`src/rtl/umi_initiator_if.sv`:
```
// Signal bundle between a local host, the UMI initiator and a UMI device port.
// Valid/ready rule for host_*, uhost_req_* and uhost_resp_*: a transfer happens on
// a rising clk edge where valid and ready are both high; once raised, valid and its
// payload hold until that edge.
interface umi_initiator_if #(
  parameter int AW = 64,
  parameter int DW = 64,
  parameter int UW = 256
);
  logic          host_valid;
  logic          host_ready;
  logic [7:0]    host_cmd;
  logic [3:0]    host_size;
  logic [19:0]   host_options;
  logic [AW-1:0] host_addr;
  logic [AW-1:0] host_srcaddr;
  logic [DW-1:0] host_wrdata;
  logic [DW-1:0] host_rddata;
  logic          host_rdvalid;
  logic          host_error;
  logic [7:0]    stray_count;
  logic          uhost_req_valid;
  logic [UW-1:0] uhost_req_packet;
  logic          uhost_req_ready;
  logic          uhost_resp_valid;
  logic [UW-1:0] uhost_resp_packet;
  logic          uhost_resp_ready;

  modport master (
    input  host_valid, host_cmd, host_size, host_options, host_addr,
           host_srcaddr, host_wrdata, uhost_req_ready, uhost_resp_valid,
           uhost_resp_packet,
    output host_ready, host_rddata, host_rdvalid, host_error, stray_count,
           uhost_req_valid, uhost_req_packet, uhost_resp_ready
  );

  modport slave (
    output host_valid, host_cmd, host_size, host_options, host_addr,
           host_srcaddr, host_wrdata, uhost_req_ready, uhost_resp_valid,
           uhost_resp_packet,
    input  host_ready, host_rddata, host_rdvalid, host_error, stray_count,
           uhost_req_valid, uhost_req_packet, uhost_resp_ready
  );
endinterface

```
`src/rtl/umi_initiator.sv`:
```
// Host-side UMI initiator: one transaction in flight, posted writes, blocking reads
// with a response timeout, and a saturating counter of responses nobody waited for.
module umi_initiator #(
  parameter int AW      = 64,
  parameter int DW      = 64,
  parameter int UW      = 256,
  parameter int TIMEOUT = 1023
) (
  input  logic            clk,
  input  logic            nreset,
  umi_initiator_if.master bus,
  output logic [1:0]      dbg_state_o
);

  // Packet layout: [7:0] cmd, [11:8] size, [31:12] options, [32] write, [33] burst,
  // [63:34] zero, then dstaddr, srcaddr, and the data field filling the rest (needs DW <= DFW).
  localparam int DLO = 64 + 2 * AW;
  localparam int DFW = UW - DLO;
  localparam bit TMO_EN = (TIMEOUT != 0);
  localparam logic [15:0] TMO_LAST = 16'(TIMEOUT - 1);

  typedef enum logic [1:0] {
    S_IDLE = 2'd0,
    S_REQ  = 2'd1,
    S_WAIT = 2'd2
  } state_e;

  function automatic logic umi_write(input logic [7:0] cmd);
    return cmd[0];
  endfunction

  function automatic logic [UW-1:0] umi_pack(
    input logic          write,
    input logic [7:0]    cmd,
    input logic [3:0]    size,
    input logic [19:0]   options,
    input logic          burst,
    input logic [AW-1:0] dstaddr,
    input logic [AW-1:0] srcaddr,
    input logic [4*AW-1:0] data
  );
    logic [UW-1:0] p;
    p = '0;
    p[7:0]           = cmd;
    p[11:8]          = size;
    p[31:12]         = options;
    p[32]            = write;
    p[33]            = burst;
    p[64 +: AW]      = dstaddr;
    p[64 + AW +: AW] = srcaddr;
    p[DLO +: DFW]    = data[DFW-1:0];
    return p;
  endfunction

  function automatic logic [DW-1:0] umi_unpack_data(input logic [UW-1:0] p);
    return p[DLO +: DW];
  endfunction

  state_e          state_q, state_d;
  logic [15:0]     cnt_q, cnt_d;
  logic [7:0]      cmd_q;
  logic [3:0]      size_q;
  logic [19:0]     options_q;
  logic [AW-1:0]   addr_q;
  logic [AW-1:0]   srcaddr_q;
  logic [DW-1:0]   wrdata_q;
  logic            write_q;
  logic [DW-1:0]   rddata_q, rddata_d;
  logic            rdvalid_q, rdvalid_d;
  logic            error_q, error_d;
  logic [7:0]      stray_q, stray_d;
  logic            load;
  logic [4*AW-1:0] wide_data;

  always_comb begin
    state_d   = state_q;
    cnt_d     = cnt_q;
    rddata_d  = rddata_q;
    rdvalid_d = 1'b0;
    error_d   = 1'b0;
    stray_d   = stray_q;
    load      = 1'b0;
    case (state_q)
      S_IDLE: begin
        if (bus.host_valid) begin
          load    = 1'b1;
          state_d = S_REQ;
        end
      end
      S_REQ: begin
        if (bus.uhost_req_ready) begin
          state_d = write_q ? S_IDLE : S_WAIT;
          cnt_d   = '0;
        end
      end
      S_WAIT: begin
        // A response landing on the expiry cycle still completes the read.
        if (bus.uhost_resp_valid) begin
          rddata_d  = umi_unpack_data(bus.uhost_resp_packet);
          rdvalid_d = 1'b1;
          state_d   = S_IDLE;
        end else if (TMO_EN && (cnt_q == TMO_LAST)) begin
          error_d = 1'b1;
          state_d = S_IDLE;
        end else begin
          cnt_d = cnt_q + 16'd1;
        end
      end
      default: state_d = S_IDLE;
    endcase
    if (bus.uhost_resp_valid && (state_q != S_WAIT) && (stray_q != 8'hFF)) begin
      stray_d = stray_q + 8'd1;
    end
  end

  always_ff @(posedge clk or negedge nreset) begin
    if (!nreset) begin
      state_q   <= S_IDLE;
      cnt_q     <= '0;
      cmd_q     <= '0;
      size_q    <= '0;
      options_q <= '0;
      addr_q    <= '0;
      srcaddr_q <= '0;
      wrdata_q  <= '0;
      write_q   <= 1'b0;
      rddata_q  <= '0;
      rdvalid_q <= 1'b0;
      error_q   <= 1'b0;
      stray_q   <= '0;
    end else begin
      state_q   <= state_d;
      cnt_q     <= cnt_d;
      rddata_q  <= rddata_d;
      rdvalid_q <= rdvalid_d;
      error_q   <= error_d;
      stray_q   <= stray_d;
      if (load) begin
        cmd_q     <= bus.host_cmd;
        size_q    <= bus.host_size;
        options_q <= bus.host_options;
        addr_q    <= bus.host_addr;
        srcaddr_q <= bus.host_srcaddr;
        wrdata_q  <= bus.host_wrdata;
        write_q   <= umi_write(bus.host_cmd);
      end
    end
  end

  always_comb begin
    wide_data = '0;
    wide_data[DW-1:0] = wrdata_q;
  end

  assign bus.host_ready       = (state_q == S_IDLE);
  assign bus.uhost_req_valid  = (state_q == S_REQ);
  assign bus.uhost_req_packet = umi_pack(write_q, cmd_q, size_q, options_q, 1'b0,
                                         addr_q, srcaddr_q, wide_data);
  assign bus.uhost_resp_ready = 1'b1;
  assign bus.host_rddata      = rddata_q;
  assign bus.host_rdvalid     = rdvalid_q;
  assign bus.host_error       = error_q;
  assign bus.stray_count      = stray_q;
  assign dbg_state_o          = state_q;

endmodule

```
`src/flat_wrapper.sv`:
```
// flat-port wrapper written by rule: the top's interface ports become plain ports
module umi_initiator_flat 
#(
  parameter int AW      = 64,
  parameter int DW      = 64,
  parameter int UW      = 256,
  parameter int TIMEOUT = 1023
)
  (clk, nreset, dbg_state_o, bus_host_valid, bus_host_cmd, bus_host_size, bus_host_options, bus_host_addr, bus_host_srcaddr, bus_host_wrdata, bus_uhost_req_ready, bus_uhost_resp_valid, bus_uhost_resp_packet, bus_host_ready, bus_host_rddata, bus_host_rdvalid, bus_host_error, bus_stray_count, bus_uhost_req_valid, bus_uhost_req_packet, bus_uhost_resp_ready);
  umi_initiator_if #(.AW(AW), .DW(DW), .UW(UW)) bus_i ();
  input  logic clk;
  input  logic nreset;
  output logic [1:0] dbg_state_o;
  input wire logic [$bits(bus_i.host_valid)-1:0] bus_host_valid;
  input wire logic [$bits(bus_i.host_cmd)-1:0] bus_host_cmd;
  input wire logic [$bits(bus_i.host_size)-1:0] bus_host_size;
  input wire logic [$bits(bus_i.host_options)-1:0] bus_host_options;
  input wire logic [$bits(bus_i.host_addr)-1:0] bus_host_addr;
  input wire logic [$bits(bus_i.host_srcaddr)-1:0] bus_host_srcaddr;
  input wire logic [$bits(bus_i.host_wrdata)-1:0] bus_host_wrdata;
  input wire logic [$bits(bus_i.uhost_req_ready)-1:0] bus_uhost_req_ready;
  input wire logic [$bits(bus_i.uhost_resp_valid)-1:0] bus_uhost_resp_valid;
  input wire logic [$bits(bus_i.uhost_resp_packet)-1:0] bus_uhost_resp_packet;
  output wire logic [$bits(bus_i.host_ready)-1:0] bus_host_ready;
  output wire logic [$bits(bus_i.host_rddata)-1:0] bus_host_rddata;
  output wire logic [$bits(bus_i.host_rdvalid)-1:0] bus_host_rdvalid;
  output wire logic [$bits(bus_i.host_error)-1:0] bus_host_error;
  output wire logic [$bits(bus_i.stray_count)-1:0] bus_stray_count;
  output wire logic [$bits(bus_i.uhost_req_valid)-1:0] bus_uhost_req_valid;
  output wire logic [$bits(bus_i.uhost_req_packet)-1:0] bus_uhost_req_packet;
  output wire logic [$bits(bus_i.uhost_resp_ready)-1:0] bus_uhost_resp_ready;
  assign bus_i.host_valid = bus_host_valid;
  assign bus_i.host_cmd = bus_host_cmd;
  assign bus_i.host_size = bus_host_size;
  assign bus_i.host_options = bus_host_options;
  assign bus_i.host_addr = bus_host_addr;
  assign bus_i.host_srcaddr = bus_host_srcaddr;
  assign bus_i.host_wrdata = bus_host_wrdata;
  assign bus_i.uhost_req_ready = bus_uhost_req_ready;
  assign bus_i.uhost_resp_valid = bus_uhost_resp_valid;
  assign bus_i.uhost_resp_packet = bus_uhost_resp_packet;
  assign bus_host_ready = bus_i.host_ready;
  assign bus_host_rddata = bus_i.host_rddata;
  assign bus_host_rdvalid = bus_i.host_rdvalid;
  assign bus_host_error = bus_i.host_error;
  assign bus_stray_count = bus_i.stray_count;
  assign bus_uhost_req_valid = bus_i.uhost_req_valid;
  assign bus_uhost_req_packet = bus_i.uhost_req_packet;
  assign bus_uhost_resp_ready = bus_i.uhost_resp_ready;
  umi_initiator #(.AW(AW), .DW(DW), .UW(UW), .TIMEOUT(TIMEOUT)) u_core (.clk(clk), .nreset(nreset), .bus(bus_i), .dbg_state_o(dbg_state_o));
endmodule
```
`config.mk`:
```
export PLATFORM = sky130hd
export DESIGN_NAME = umi_initiator_flat
export DESIGN_NICKNAME = d
export VERILOG_FILES = /design/src/rtl/umi_initiator_if.sv /design/src/rtl/umi_initiator.sv /design/src/flat_wrapper.sv
export SDC_FILE = /design/constraint.sdc
export NUM_CORES = 1
export LEC_CHECK = 0
export CAP_MARGIN = 20
export CORE_AREA = 8 8 309 311
export DETAILED_ROUTE_END_ITERATION = 8
export DIE_AREA = 0 0 317 319
export SYNTH_ARGS = -nofsm -noshare
export SYNTH_HDL_FRONTEND = slang
export SYNTH_SLANG_ARGS = --single-unit
```
`constraint.sdc`:
```
create_clock -name clk -period 2.8 [get_ports clk]
set_clock_uncertainty 0.2 [all_clocks]
set_input_delay 0.84 -clock clk [delete_from_list [all_inputs] [get_ports clk]]
set_output_delay 0.84 -clock clk [all_outputs]
set_load 0.01 [all_outputs]
```
==> results.txt <==
----------------------------------------------------
[Setup path]
  Worst path bufs/invs ... 1
  Critical path data arrival time ... 1630 ps
  Delay of the slowest cell on the worst path ... 700 ps
  Cell-by-cell listing of the critical path ... clkdlybuf4s50_1
  Critical path's slowest cell ... sky130_fd_sc_hd__clkdlybuf4s50_1
  CP max FO ... 2
  Reg2Reg Capture Point ... u_core.cnt_q[0]$_DFFE_PN0P_
  Worst-case reg-to-reg path depth ... 7
  Flop2flop setup slack ... 570 ps
  Critical path required time ... 1760 ps
  Number of logic stages on the critical path including buffering ... 1
  Critical R2R Launch ... u_core.cnt_q[0]$_DFFE_PN0P_
  Capturing element type of the critical path ... output port
  Type of element launching the critical path ... register
  Top Family by Delay on Critical Path ... buffers and inverters
  Start-to-end type of the worst setup path ... reg2out

[GRT]
  Initial antenna violation count ... 0
  Pin count of the biggest net entering global routing ... 65
  Global-route total usage across every layer ... 0.0833
  GR Overflow Total ... 0
  Via count of the first global-routing pass ... 10400
  Global-route wire length before repair ... 65800 um

[Timing]
  Min Tclk post-route ... 2670 ps
  Unrepaired setup endpoints after global routing ... false
  Hold slack final ... 291 ps
  Transition time of the tightest slew-check pin ... 660 ps
  Worst relative slew slack ... 0.558
  Number of pins with negative max-slew slack in the final report ... 0
  Final Hold Fails ... 0
  Sum of negative setup slack ... 0 ps
  Highest attainable clock frequency ... 375 MHz
  Share of the clock period used by the worst path ... 0.953
  Final number of setup-violating endpoints ... 0

[Drt]
  Routed wirelength normalized by instance count ... 16.3 um
  Number of design rule violations left after detail routing ... 0
  DRC marker count from the first detailed-route iteration ... 329
  Highest signal layer in the routed design ... met4
  Routed via count ... 9089
  Met3 WL ... 4520 um
  Post-DR vias/cell ... 3.40
  Antenna viol nets, final ... 0
  Total length of routed wires ... 43500 um
  Length of routed wiring on met1 ... 15000 um
  Number of detailed-routing iterations run before antenna repair ... 4
  Met2 WL ... 22700 um

[Power]
  Cell leakage power ... 8.61 nW
  Flop pwr share ... 0.339
  Combinational share of power ... 0.432
  Overall power of the completed layout ... 23.8 mW
  Clock Power Share ... 0.230
  Power per cell area ... 1110 nW/um^2
  Net switching power ... 7.23 mW
  Switching share of power ... 0.304
  Total internal power ... 16.5 mW
  Peak supply drop ... 581 uV

[Synthesis]
  Proportion of netlist area held by the largest area contributor ... 0.631
  FF+latch count, synth ... 316
  Synthesized area divided by synthesized cell count ... 15.3 um^2
  Most area-hungry cell type in the Yosys netlist ... sky130_fd_sc_hd__dfrtp_1
  Post-Syn Area ... 12500 um^2
  Cell types occupying the most area after synthesis ... sky130_fd_sc_hd__dfrtp_1 63%, sky130_fd_sc_hd__mux2_2 26%, sky130_fd_sc_hd__buf_4 2.0%, sky130_fd_sc_hd__buf_2 1.2%, sky130_fd_sc_hd__nand4_1 0.55%
  Seq/Total Area, Yosys ... 0.631
  Primary flip-flop cell chosen by synthesis mapping ... sky130_fd_sc_hd__dfrtp_1
  Count of yosys warnings during synthesis ... 0
  Share of synthesized registers carrying an async set or reset ... 1.00
  Unique cell type count in the Yosys netlist ... 46
  EDFF count, synth ... 0
  Cells after synthesis ... 819

[Die]
  Number of placed I/O pins ... 820
  Die extent in x ... 317 um
  Initial core utilization ... 0.138
  Std cell rows ... 111
  Overall die area ... 101000 um^2
  DIE HEIGHT ... 319 um
  Area of the core ... 90700 um^2

[Clock tree]
  Cell chosen for the clock root ... sky130_fd_sc_hd__clkbuf_16
  Reg clk slew, reported paths ... 60 ps
  Clock latency on the worst-skew pair ... 570 ps
  Buffer levels on the longest clock path ... 3
  Inserted Clock Buffers ... 39
  Htree depth ... 2
  Post CTS Setup Buffer Count ... 0
  Sink Count ... 316
  Clock tree from TritonCTS ... built

[Layout]
  Antenna Diode Count ... 0
  Count of placed standard cells in the final layout, fillers left out ... 2671
  Final-stage net count ... 1943
  Relative area change from synthesis to final layout ... 71.4%
  Fraction of layout instances using a drive strength above 1 ... 0.282
  Sequential cell area ... 7910 um^2
  Final Cell Area ... 21500 um^2
  Area of the multi-input gates ... 4240 um^2
  Fill count ... 9505

[Min path]
  Worst hold path depth ... 1
  Hold_sp ... u_core.bus.stray_count[7]$_DFFE_PN0P_
  Worst min-delay path endpoint ... u_core.bus.stray_count[7]$_DFFE_PN0P_
  Hold WC Path Type ... reg2reg

[Placed design]
  Routability congestion estimate ... 0.778
  Count of input and output buffers ... 595
  Cell area after placement ... 20100 um^2
  Post-placement cell count ... 2599
  Hpwl dp ... 34300 um

[Outcome]
  Result of the run ... completed

[Flow run]
  Maximum capacitance violations ... 0

----------------------------------------------------
==> layout by cell type, fill, tap and decap left out, drive strengths merged, types with 3 or more instances in the layout <==
master         netlist  final
clkinv               0      5
nand2               15     15
or4                  4      4
nand4               11     11
conb                 2     32
ha                   3      3
o21ai                4      4
bufinv               0      7
a21oi                5      5
mux2               290    290
or3                  3      3
nor2                10     10
inv                 12     15
buf                 66     45
nor3                 7      7
dfrtp              316    316
o211ai              10     10
xor2                 6      6
mux2i                3      3
nor4                 7      7
clkbuf               9     54
and2                 3      3
clkdlybuf4s50        0    592
and3                 3      3
nand3                9      9
==> worst max path at each step <==
stage	start	to	slack [ps]
detailed placement	bus_uhost_resp_valid	u_core.cnt_q[12]$_DFFE_PN0P_	-4
global route	u_core.wrdata_q[0]$_DFFE_PN0P_	bus_uhost_req_packet[192]	50
finish	u_core.bus.host_rddata[52]$_DFFE_PN0P_	bus_host_rddata[52]	130
global placement	bus_uhost_resp_valid	u_core.cnt_q[1]$_DFFE_PN0P_	9
CTS	u_core.wrdata_q[0]$_DFFE_PN0P_	bus_uhost_req_packet[192]	50
floorplan	bus_uhost_resp_valid	u_core.cnt_q[11]$_DFFE_PN0P_	420
==> registers in the layout (all words and copies together), names as in the netlist <==
| signal | count |
|---|---|
| u_core.addr_q | 64 |
| u_core.bus.host_rddata | 64 |
| u_core.srcaddr_q | 64 |
| u_core.wrdata_q | 64 |
| u_core.options_q | 20 |
| u_core.cnt_q | 16 |
| u_core.bus.stray_count | 8 |
| u_core.cmd_q | 8 |
| u_core.size_q | 4 |
| u_core.dbg_state_o | 2 |
| u_core.bus.host_error | 1 |
| u_core.bus.host_rdvalid | 1 |
==> through the flow <==
stage / setup slack (ps) / utilization
2_1_floorplan: 417 / -
6_report: 130 / 0.237
5_1_grt: 53.8 / 0.237
3_3_place_gp: 8.52 / 0.221
4_1_cts: 45.8 / 0.237
3_5_place_dp: -3.98 / 0.221
==> power groups by stage <==
stage	Sequential (mW)	Combinational (mW)	Clock, mW
2_1_floorplan	8.96	3.14	0
5_1_grt	8.38	10.9	5.88
3_3_place_gp	8.01	10.4	0
6_report	8.05	10.3	5.45
3_5_place_dp	8.11	10.5	0
4_1_cts	8.09	10.5	5.71
==> area by class of cell <==
cell class / count / share of cell area
sequential: 316 / 0.368
clock buffer: 54 / 0.0518
clock inverter: 17 / 0.0129
timing repair buffer: 640 / 0.298
tap: 1186 / 0.0691
multi-input combinational: 446 / 0.198
inverter: 12 / 0.00210
==> metal layers <==
metal | up-vias | track usage
met4 | 0 | 0.0293
met3 | 64 | 0.0341
met5 | - | 0
met2 | 420 | 0.152
met1 | 4502 | 0.0847
li1 | 4103 | -
==> cell families (layout without fill, tap and decap cells) <==
logic type / count (synthesis) / in the layout / synth area share
multiplexers: 293 / 293 / 0.263
adder cells (fa/ha/maj): 3 / 3 / 0.00300
buffers and inverters: 87 / 723 / 0.0399
AO/OA/AOI/OAI: 28 / 28 / 0.0191
AND/OR/NAND/NOR: 83 / 83 / 0.0380
other: 2 / 32 / 0.000599
XOR/XNOR: 7 / 7 / 0.00489
flip-flops: 316 / 316 / 0.631
==> synth_stat cells (all sizes together), types with 2 or more instances <==
library cell,n
nor2b,2
and2,3
mux2i,3
conb,2
or4,4
dfrtp,316
a31oi,2
o211ai,10
o21ai,4
buf,66
nor4,7
nand4,11
xor2,6
clkbuf,9
nand2,15
ha,3
and3,3
inv,12
nor3,7
nor2,10
a21oi,5
nor4b,2
nand3,9
mux2,290
or3,3
nand2b,2
==> timing repair <==
item	4_1_cts	5_1_grt
hold buffers	1	0
hold endpoints to repair	12	0
setup endpoints to repair	2	0
gates resized for setup	4	0
No activity file was read; power rests on OpenSTA's default activity.
